[config.mk]
export PLATFORM = sky130hd
export DESIGN_NAME = ps2_key_event_ctrl
export DESIGN_NICKNAME = d
export VERILOG_FILES = /design/src/rtl/ps2_pkg.sv /design/src/rtl/ps2_event_fifo.sv /design/src/rtl/ps2_key_event_ctrl.sv
export SDC_FILE = /design/constraint.sdc
export NUM_CORES = 1
export LEC_CHECK = 0
export ABC_AREA = 1
export CELL_PAD_IN_SITES_DETAIL_PLACEMENT = 2
export CELL_PAD_IN_SITES_GLOBAL_PLACEMENT = 2
export CORE_MARGIN = 5
export CORE_UTILIZATION = 30
export DETAILED_ROUTE_END_ITERATION = 10
export PLACE_DENSITY_LB_ADDON = 0.05
export SYNTH_ARGS = -nofsm -noshare
export SYNTH_HDL_FRONTEND = slang
export SYNTH_SLANG_ARGS = --single-unit
[constraint.sdc]
create_clock -name clk -period 1.7 [get_ports clk]
set_input_delay 0.17 -clock clk [delete_from_list [all_inputs] [get_ports clk]]
set_output_delay 0.17 -clock clk [all_outputs]
set_load 0.1 [all_outputs]
[src/rtl/ps2_pkg.sv]
// rtl/ps2_pkg.sv - shared constants and types for the PS/2 key event controller
package ps2_pkg;

    typedef logic [1:0] state_t;

    localparam state_t ST_IDLE    = 2'd0;
    localparam state_t ST_EXT     = 2'd1;
    localparam state_t ST_BRK     = 2'd2;
    localparam state_t ST_EXT_BRK = 2'd3;

    localparam logic [7:0] PS2_EXT = 8'hE0;
    localparam logic [7:0] PS2_BRK = 8'hF0;

    localparam logic [7:0] KEY_UP    = 8'h75;
    localparam logic [7:0] KEY_DOWN  = 8'h72;
    localparam logic [7:0] KEY_LEFT  = 8'h6B;
    localparam logic [7:0] KEY_RIGHT = 8'h74;
    localparam logic [7:0] KEY_SPACE = 8'h29;

    typedef struct packed {
        logic       ext;
        logic       brk;
        logic [7:0] code;
    } ps2_event_t;

    // Receiver chatter (BAT result, ACK, echo, resend, errors, pause lead-in)
    function automatic logic is_discard(input logic [7:0] b);
        return (b == 8'hE1) || (b == 8'hAA) || (b == 8'hFA) || (b == 8'hEE) ||
               (b == 8'hFE) || (b == 8'h00) || (b == 8'hFF);
    endfunction

endpackage

[src/rtl/ps2_event_fifo.sv]
// rtl/ps2_event_fifo.sv - synchronous event FIFO; a same-cycle pop frees a slot for push
module ps2_event_fifo #(
    parameter int WIDTH = 10,
    parameter int DEPTH = 4
) (
    input  logic             clk,
    input  logic             reset_n,
    input  logic             push,
    input  logic [WIDTH-1:0] push_data,
    input  logic             pop,
    output logic [WIDTH-1:0] head,
    output logic             push_ok,
    output logic             full,
    output logic             empty
);
    localparam int AW = (DEPTH > 1) ? $clog2(DEPTH) : 1;

    logic [WIDTH-1:0] mem [DEPTH];
    logic [AW-1:0]    wr_ptr;
    logic [AW-1:0]    rd_ptr;
    logic [AW:0]      count;
    logic             pop_ok;

    assign full    = (count == (AW+1)'(DEPTH));
    assign empty   = (count == '0);
    assign pop_ok  = pop && !empty;
    assign push_ok = push && (!full || pop_ok);
    assign head    = mem[rd_ptr];

    always_ff @(posedge clk) begin
        if (push_ok) begin
            mem[wr_ptr] <= push_data;
        end
    end

    always_ff @(posedge clk) begin
        if (!reset_n) begin
            wr_ptr <= '0;
            rd_ptr <= '0;
            count  <= '0;
        end else begin
            if (push_ok) begin
                wr_ptr <= wr_ptr + AW'(1);
            end
            if (pop_ok) begin
                rd_ptr <= rd_ptr + AW'(1);
            end
            case ({push_ok, pop_ok})
                2'b10:   count <= count + (AW+1)'(1);
                2'b01:   count <= count - (AW+1)'(1);
                default: count <= count;
            endcase
        end
    end

endmodule

[src/rtl/ps2_key_event_ctrl.sv]
// rtl/ps2_key_event_ctrl.sv - Set-2 prefix sequencer, held-key bitmap and event queue
module ps2_key_event_ctrl
    import ps2_pkg::*;
#(
    parameter int FIFO_DEPTH     = 4,
    parameter int TIMEOUT_CYCLES = 2_000_000
) (
    input  logic       clk,
    input  logic       reset_n,
    input  logic       scan_valid,
    input  logic [7:0] scan_code,
    output logic       evt_valid,
    input  logic       evt_ready,
    output logic [7:0] evt_code,
    output logic       evt_break,
    output logic       evt_ext,
    output logic [4:0] keys_held,
    output logic       overflow,
    input  logic       overflow_clr
);
    logic        scan_d;
    logic        accept;
    state_t      state;
    state_t      state_n;
    logic [31:0] tmo_cnt;
    logic        emit_n;
    ps2_event_t  evt_n;
    logic        emit_q;
    ps2_event_t  evt_q;
    ps2_event_t  head;
    logic        push_ok;
    logic        fifo_full;
    logic        fifo_empty;
    logic        is_prefix;

    assign accept    = scan_valid && !scan_d;
    assign is_prefix = (scan_code == PS2_EXT) || (scan_code == PS2_BRK);

    always_comb begin
        state_n = state;
        emit_n  = 1'b0;
        evt_n   = '{ext: 1'b0, brk: 1'b0, code: scan_code};
        if (accept) begin
            case (state)
                ST_IDLE: begin
                    if (scan_code == PS2_EXT)      state_n = ST_EXT;
                    else if (scan_code == PS2_BRK) state_n = ST_BRK;
                    else if (!is_discard(scan_code)) emit_n = 1'b1;
                end
                ST_EXT: begin
                    if (scan_code == PS2_BRK) begin
                        state_n = ST_EXT_BRK;
                    end else if (scan_code != PS2_EXT) begin
                        state_n   = ST_IDLE;
                        emit_n    = 1'b1;
                        evt_n.ext = 1'b1;
                    end
                end
                ST_BRK: begin
                    // A second prefix after F0 is a protocol error: drop the sequence
                    state_n   = ST_IDLE;
                    emit_n    = !is_prefix;
                    evt_n.brk = 1'b1;
                end
                default: begin
                    state_n   = ST_IDLE;
                    emit_n    = !is_prefix;
                    evt_n.brk = 1'b1;
                    evt_n.ext = 1'b1;
                end
            endcase
        end else if (state != ST_IDLE && tmo_cnt == '0) begin
            state_n = ST_IDLE;
        end
    end

    always_ff @(posedge clk) begin
        if (!reset_n) begin
            scan_d  <= 1'b0;
            state   <= ST_IDLE;
            tmo_cnt <= '0;
            emit_q  <= 1'b0;
            evt_q   <= '0;
        end else begin
            scan_d <= scan_valid;
            state  <= state_n;
            emit_q <= emit_n;
            evt_q  <= evt_n;
            if (accept) begin
                tmo_cnt <= 32'(TIMEOUT_CYCLES);
            end else if (tmo_cnt != '0) begin
                tmo_cnt <= tmo_cnt - 32'd1;
            end
        end
    end

    // Bitmap tracks every emitted event, even ones the FIFO had to drop
    always_ff @(posedge clk) begin
        if (!reset_n) begin
            keys_held <= '0;
        end else if (emit_q) begin
            if (evt_q.ext) begin
                case (evt_q.code)
                    KEY_UP:    keys_held[0] <= !evt_q.brk;
                    KEY_DOWN:  keys_held[1] <= !evt_q.brk;
                    KEY_LEFT:  keys_held[2] <= !evt_q.brk;
                    KEY_RIGHT: keys_held[3] <= !evt_q.brk;
                    default:   keys_held    <= keys_held;
                endcase
            end else if (evt_q.code == KEY_SPACE) begin
                keys_held[4] <= !evt_q.brk;
            end
        end
    end

    always_ff @(posedge clk) begin
        if (!reset_n) begin
            overflow <= 1'b0;
        end else if (emit_q && !push_ok) begin
            overflow <= 1'b1;
        end else if (overflow_clr) begin
            overflow <= 1'b0;
        end
    end

    ps2_event_fifo #(
        .WIDTH (10),
        .DEPTH (FIFO_DEPTH)
    ) u_fifo (
        .clk       (clk),
        .reset_n   (reset_n),
        .push      (emit_q),
        .push_data (evt_q),
        .pop       (evt_valid && evt_ready),
        .head      (head),
        .push_ok   (push_ok),
        .full      (fifo_full),
        .empty     (fifo_empty)
    );

    assign evt_valid = !fifo_empty;
    assign evt_code  = fifo_empty ? 8'h00 : head.code;
    assign evt_break = fifo_empty ? 1'b0  : head.brk;
    assign evt_ext   = fifo_empty ? 1'b0  : head.ext;

endmodule

======== Word-level counts from Yosys, hierarchy flattened ========
Memories as Yosys holds them, arrays and structs flattened. A register that Yosys moved wholly into a read port is not among the register bits.
Cells that the tools add are included.
storage, ports and cells
  bits in latches ......................... 0
  logic and storage cells ................. 113
  output and inout port bits .............. 17
  register bits ........................... 59
  memories kept ........................... 1
  bits in writable memories ............... 40
  bits in read-only memories .............. 0
  input port bits ......................... 13
operators by class
  mux-type cells .......................... 27
  divide/modulo/power cells ............... 0
  $lt $le $gt $ge ......................... 0
  shift operators ......................... 0
  $add $sub $neg .......................... 5
  reductions and logical operators ........ 40
  bitwise logic cells ..................... 2
  multiply operators ...................... 0
  equal/unequal tests ..................... 21
memory list
  memory      depth  bits a word  read ports  clocked after memory_dff  wr ports  line                  source
  u_fifo.mem  4      10           1           1                         1         ps2_event_fifo.sv:18  logic [WIDTH-1:0] mem [DEPTH];
operators by type and width
  operator                                             count
  equality test 8 bit, second input constant           8
  2-to-1 mux 21 bit                                    2
  equality test 8 x 7 -> 1 bit, second input constant  4
  logical NOT 32 bit                                   1
  nonzero test 32 bit                                  1
  subtractor 32 x 1 -> 32 bit, second input constant   1
  AND reduction 3 bit                                  6
  2-to-1 mux 2 bit                                     8
  2-to-1 mux 1 bit                                     12
  nonzero test 2 bit                                   5
  equality test 8 x 6 -> 1 bit, second input constant  1
  logical NOT 8 bit                                    1
  logical OR 1 bit                                     8
  2-to-1 mux 8 bit                                     1
  != test 4 bit, second input constant                 2
  != test 8 bit, second input constant                 1
  logical AND 1 bit                                    6
  logical NOT 1 bit                                    6
  one-hot mux 3 bit (2 select lines)                   1
  OR reduction 2 bit                                   3
  adder 2 x 1 -> 2 bit, second input constant          2
  equality test 2 x 1 -> 1 bit, second input constant  2
  equality test 2 bit, second input constant           2
  one-hot mux 1 bit (2 select lines)                   2
  other kinds (8)                                      9

======== Depth between registers and ports, before layout ========
  depth in word-level cells ............... 11
  mapped depth ............................ 11
  depth with buffers taken out ............ 11

======== By module ========
From an unflattened synthesis, not the netlist that was laid out.
unflattened totals
  cell total of the unflattened synthesis .. 595
  area, all modules ....................... 4797.1 µm²
by module, submodules not included
  module              cells each  area an instance (µm²)  sequential area each (µm²)  instances
  ps2_key_event_ctrl  431         2836.5                  1041.0                      1
  ps2_event_fifo      164         1960.6                  1381.3                      1

======== Worst setup path before layout ========
No wires, ideal clock.
  path kind ............................... reg-to-output
  start point ............................. register u_fifo.count[1]
  end point ............................... output evt_break
  data arrival time ....................... 2882 ps
  stages on the path, launching flop included .. 6
  buffers on the path ..................... 1
  data required time ...................... 1530 ps
  path slack .............................. -1352 ps
  cell sequence ........................... dfxtp_1 nor2_1 nand2_1 inv_1 clkbuf_1 a21oi_1
on the way
  word-level cells in the longest chain between the ends .. 2
ends and longest elaborated chain
  what                    line                       source
  start, declared         ps2_event_fifo.sv:21       logic [AW:0] count;
  start signal, assigned  ps2_event_fifo.sv:49       2'b10: count <= count + (AW+1)'(1);
  start signal, assigned  ps2_event_fifo.sv:50       2'b01: count <= count - (AW+1)'(1);
  start signal, assigned  ps2_event_fifo.sv:51       default: count <= count;
  logical NOT 3 bit       ps2_event_fifo.sv:25       assign empty = (count == '0);
  2-to-1 mux 1 bit        ps2_key_event_ctrl.sv:143  assign evt_break = fifo_empty ? 1'b0 : head.brk;
  end, declared           ps2_key_event_ctrl.sv:15   output logic evt_break,
No other way between the ends.

==> flow_metrics.py <==
metrics = {
    "status": {
        "status": "finished, violations left",
        "failed_checks": "negative setup slack",
    },
    "sta": {
        "hold_violations": 0,
        "setup_ws_ps": -151.9,
        "finClkSkew_ps": 13.66,
        "slew_headroom_pct": 72.90,
        "fin_crit_sh_pct": 108.9,
        "period_needed_ps": 1852,
        "rsz0062_at_grt": "true",
        "setup_viol": 11,
        "fmax_mhz": 540.0,
        "worst_pin_slew_ps": 405.9,
        "drv_slew": 0,
        "hold_slack_ps": 403.9,
    },
    "clock_tree": {
        "cts_buffer_depth": 2,
        "hold_buffers": 0,
        "worstSkewPairLatency_ps": 360,
        "cts.sinks": 101,
        "root_buffer": "clkbuf_16",
        "cts_htree_levels": 3,
        "cts_tree": "yes",
        "clkTransAtPathRegs_ps": 70,
        "cts_made_buffers": 9,
    },
    "critical_path": {
        "cp_slowest_cell": "dfxtp_4",
        "worst-endpoint-required_ps": 1530,
        "cp_top_family": "buffers and inverters",
        "cp_cell_sequence": "buf_12, clkbuf_16, nor2_1, nor2_1, o21ai_2, a21oi_4, buf_12",
        "criticalPathCategory": "flop to primary output",
        "cp-start-kind": "flop",
        "cp-end-kind": "primary output",
        "cp_num_buf_inv": 3,
        "crit_arrival_ps": 1680,
        "slowest_delay_ps": 390,
        "critPathMaxFanout": 5,
    },
    "global_route": {
        "grt_usage_pct": 16.88,
        "grt.overflow.total": 0,
        "grt_max_degree": 21,
        "antenna_found_initial": 0,
        "grt_pass1_vias": 4534,
        "grt_most_used_layer": "met2",
        "grt_first_pass_wirelength_um": 23980,
        "use_met1_pct": 23.19,
        "grtUsageMet2_pct": 28.04,
        "use_met3_pct": 2.192,
    },
    "yosys": {
        "synth_common_cells": "134 x nor2_1, 88 x nand2_1, 62 x inv_1",
        "synth_top_family_by_area": "simple AND/OR/NAND/NOR gates",
        "yosys_most_used_dff": "dfxtp_1",
        "synth_seq_area_share_pct": 51.53,
        "synth_compound_area_share_pct": 8.863,
        "avgSynthCellArea_um2": 8.133,
        "synth_fa_ha_area_share_pct": 2.023,
        "synth_top_area_share_pct": 25.98,
        "syn_area_mm2": 0.004701,
        "synth_top_area_cell": "dfxtp_1",
        "synth-simple-area-share_pct": 26.96,
        "syn-num-nets": 598,
        "synth_mux_area_share_pct": 0,
        "synthArstFlopShare_pct": 0,
        "ys.warnings.count": 0,
        "synth-xor-area-share_pct": 4.099,
        "synth.most_common_cell": "nor2_1",
        "synthCells": 578,
        "synth-edff-count": 40,
        "ys_ff_latch": 101,
        "synth.distinct_cells": 36,
        "yosys-top-cells-area": "dfxtp_1 26%, edfxtp_1 26%, nor2_1 11%, nand2_1 7.0%, inv_1 5.0%",
    },
    "pwr": {
        "power.leakage_nw": 2.616,
        "peakVddDrop_mv": 0.5314,
        "p_per_area_mw_per_mm2": 1304,
    },
    "drt": {
        "drcViolationCount": 0,
        "ant_nets": 0,
        "num_vias": 4131,
        "drt-wirelength-per-cell_um": 17.56,
        "drt_pre_antenna_iters": 4,
        "routed_wl_um": 15340,
        "drt_iter0_drc": 115,
        "drt-vias-per-instance": 4.727,
    },
    "die": {
        "initial_core_util_pct": 30.81,
        "die_h_um": 135.2,
        "die_w_um": 135.2,
        "io_pins": 30,
        "die_area_mm2": 0.01827,
        "fp-row-count": 45,
        "core_area_mm2": 0.01526,
    },
    "run": {
        "maxCapViolCount": 0,
    },
    "placement": {
        "detailed_place_hpwl_um": 10980,
        "port_buffers": 29,
        "place_congestion": 0.8185,
    },
    "layout": {
        "fillers": 1655,
        "diodes": 0,
        "post-route-util_pct": 42.80,
        "drive_gt1_share_pct": 27.00,
        "seq_area_mm2": 0.002432,
        "multi_input_area_mm2": 0.002382,
        "nets": 678,
        "area_delta_synth_final_pct": 38.94,
    },
    "min_path": {
        "hold_path_class": "input port to flop",
    },
}
==> cell families (layout without fill, tap and decap cells) <==
| group | Yosys count | count (layout) |
|---|---|---|
| adder cells (fa/ha/maj) | 7 | 7 |
| buffers and inverters | 77 | 162 |
| XOR/XNOR | 22 | 22 |
| AO/OA/AOI/OAI | 80 | 80 |
| flip-flops | 101 | 101 |
| AND/OR/NAND/NOR | 291 | 291 |
==> per-layer routing <==
metal	vias up	routed length, µm	share of wire, %
li1	2041	-	-
met1	2048	7522	49
met2	33	7430	48
met3	9	230	1.5
met4	0	160	1.0
met5	-	0	0
==> worst reg2reg max path, cell delays in order (launching register included) <==
cell	delay (ps)
dfxtp_2	340
nor2_4	210
a31oi_4	120
inv_2	90
ha_4	120
inv_2	40
fa_2	350
a21oi_2	120
o21ai_1	90
o21ai_1	140
a21oi_1	50
==> flip-flops by register name, summed over array words and instances, names as in the netlist, 2 cells and up, named ones only <==
| register | flops |
|---|---|
| u_fifo.count | 3 |
| tmo_cnt | 32 |
| u_fifo.mem | 40 |
| state | 2 |
| evt_q | 10 |
| keys_held | 5 |
| u_fifo.wr_ptr | 2 |
| u_fifo.rd_ptr | 2 |
==> final timing paths <==
check	from	to	slack, ps	depth (start not counted)
setup / recovery	flop	evt_code[5]	-150	7
hold / removal	scan_valid	scan_d	400	3
setup reg to reg	u_fifo.count[1]	u_fifo.count[2]	-80	10
hold reg to reg	tmo_cnt[0]	tmo_cnt[0]	460	1
==> per-stage QoR <==
step / total power [mW] / cell area, µm² / instances / setup slack, ps / TNS [ps]
after floorplan: 4.941 / 4866 / 578 / -80.94 / -147.5
after CTS: 8.361 / 6200 / 863 / -112.8 / -780.0
final: 8.514 / 6531 / 874 / -151.9 / -745.3
after global routing: 8.948 / 6531 / 874 / -200.1 / -1735
after detailed placement: 5.994 / 5698 / 837 / -331.9 / -6819
after global placement: 5.915 / 5698 / 837 / -264.4 / -2996
==> final cells by class <==
| type | instances | area share, % |
|---|---|---|
| sequential | 101 | 37.24 |
| multi-input combinational | 400 | 36.48 |
| tap | 211 | 4.042 |
| clock buffer | 9 | 3.448 |
| timing repair buffer | 81 | 13.75 |
| timing repair inverter | 1 | 0.1149 |
| inverter | 64 | 3.851 |
| clock inverter | 7 | 1.073 |
==> layout by cell type, fill, tap and decap left out, types with 3 or more instances in the layout <==
cell type        instances
nor2_4                  15
nor2_1                 106
o21ai_4                  5
inv_8                    4
nand2_1                 87
inv_1                   55
buf_12                  16
xnor2_1                 14
nand3_1                 20
ha_1                     4
clkdlybuf4s50_1         12
inv_4                    3
buf_6                    6
edfxtp_1                40
a21oi_1                 27
o21ai_0                 13
dfxtp_1                 57
nor2_2                  21
clkinvlp_4               3
buf_4                   45
nand3b_1                 3
xor2_1                   8
nor3_1                  14
nand2_2                  3
o21ai_1                  4
nand4_1                 10
a21oi_4                 10
o21ai_2                 14
clkbuf_16               10
inv_2                    5
==> report_power, final <==
part | switching, mW | internal (mW)
Combinational | 2.25 | 1.34
Clock | 1.04 | 1.04
Sequential | 0.165 | 2.67
Total | 3.46 | 5.05
==> what timing repair did <==
item,CTS,global route
pin swaps,2,19
gates cloned,2,5
setup endpoints to repair,12,76
gates resized for setup,47,70
setup buffers,8,6
No activity file was read; power rests on OpenSTA's default activity.
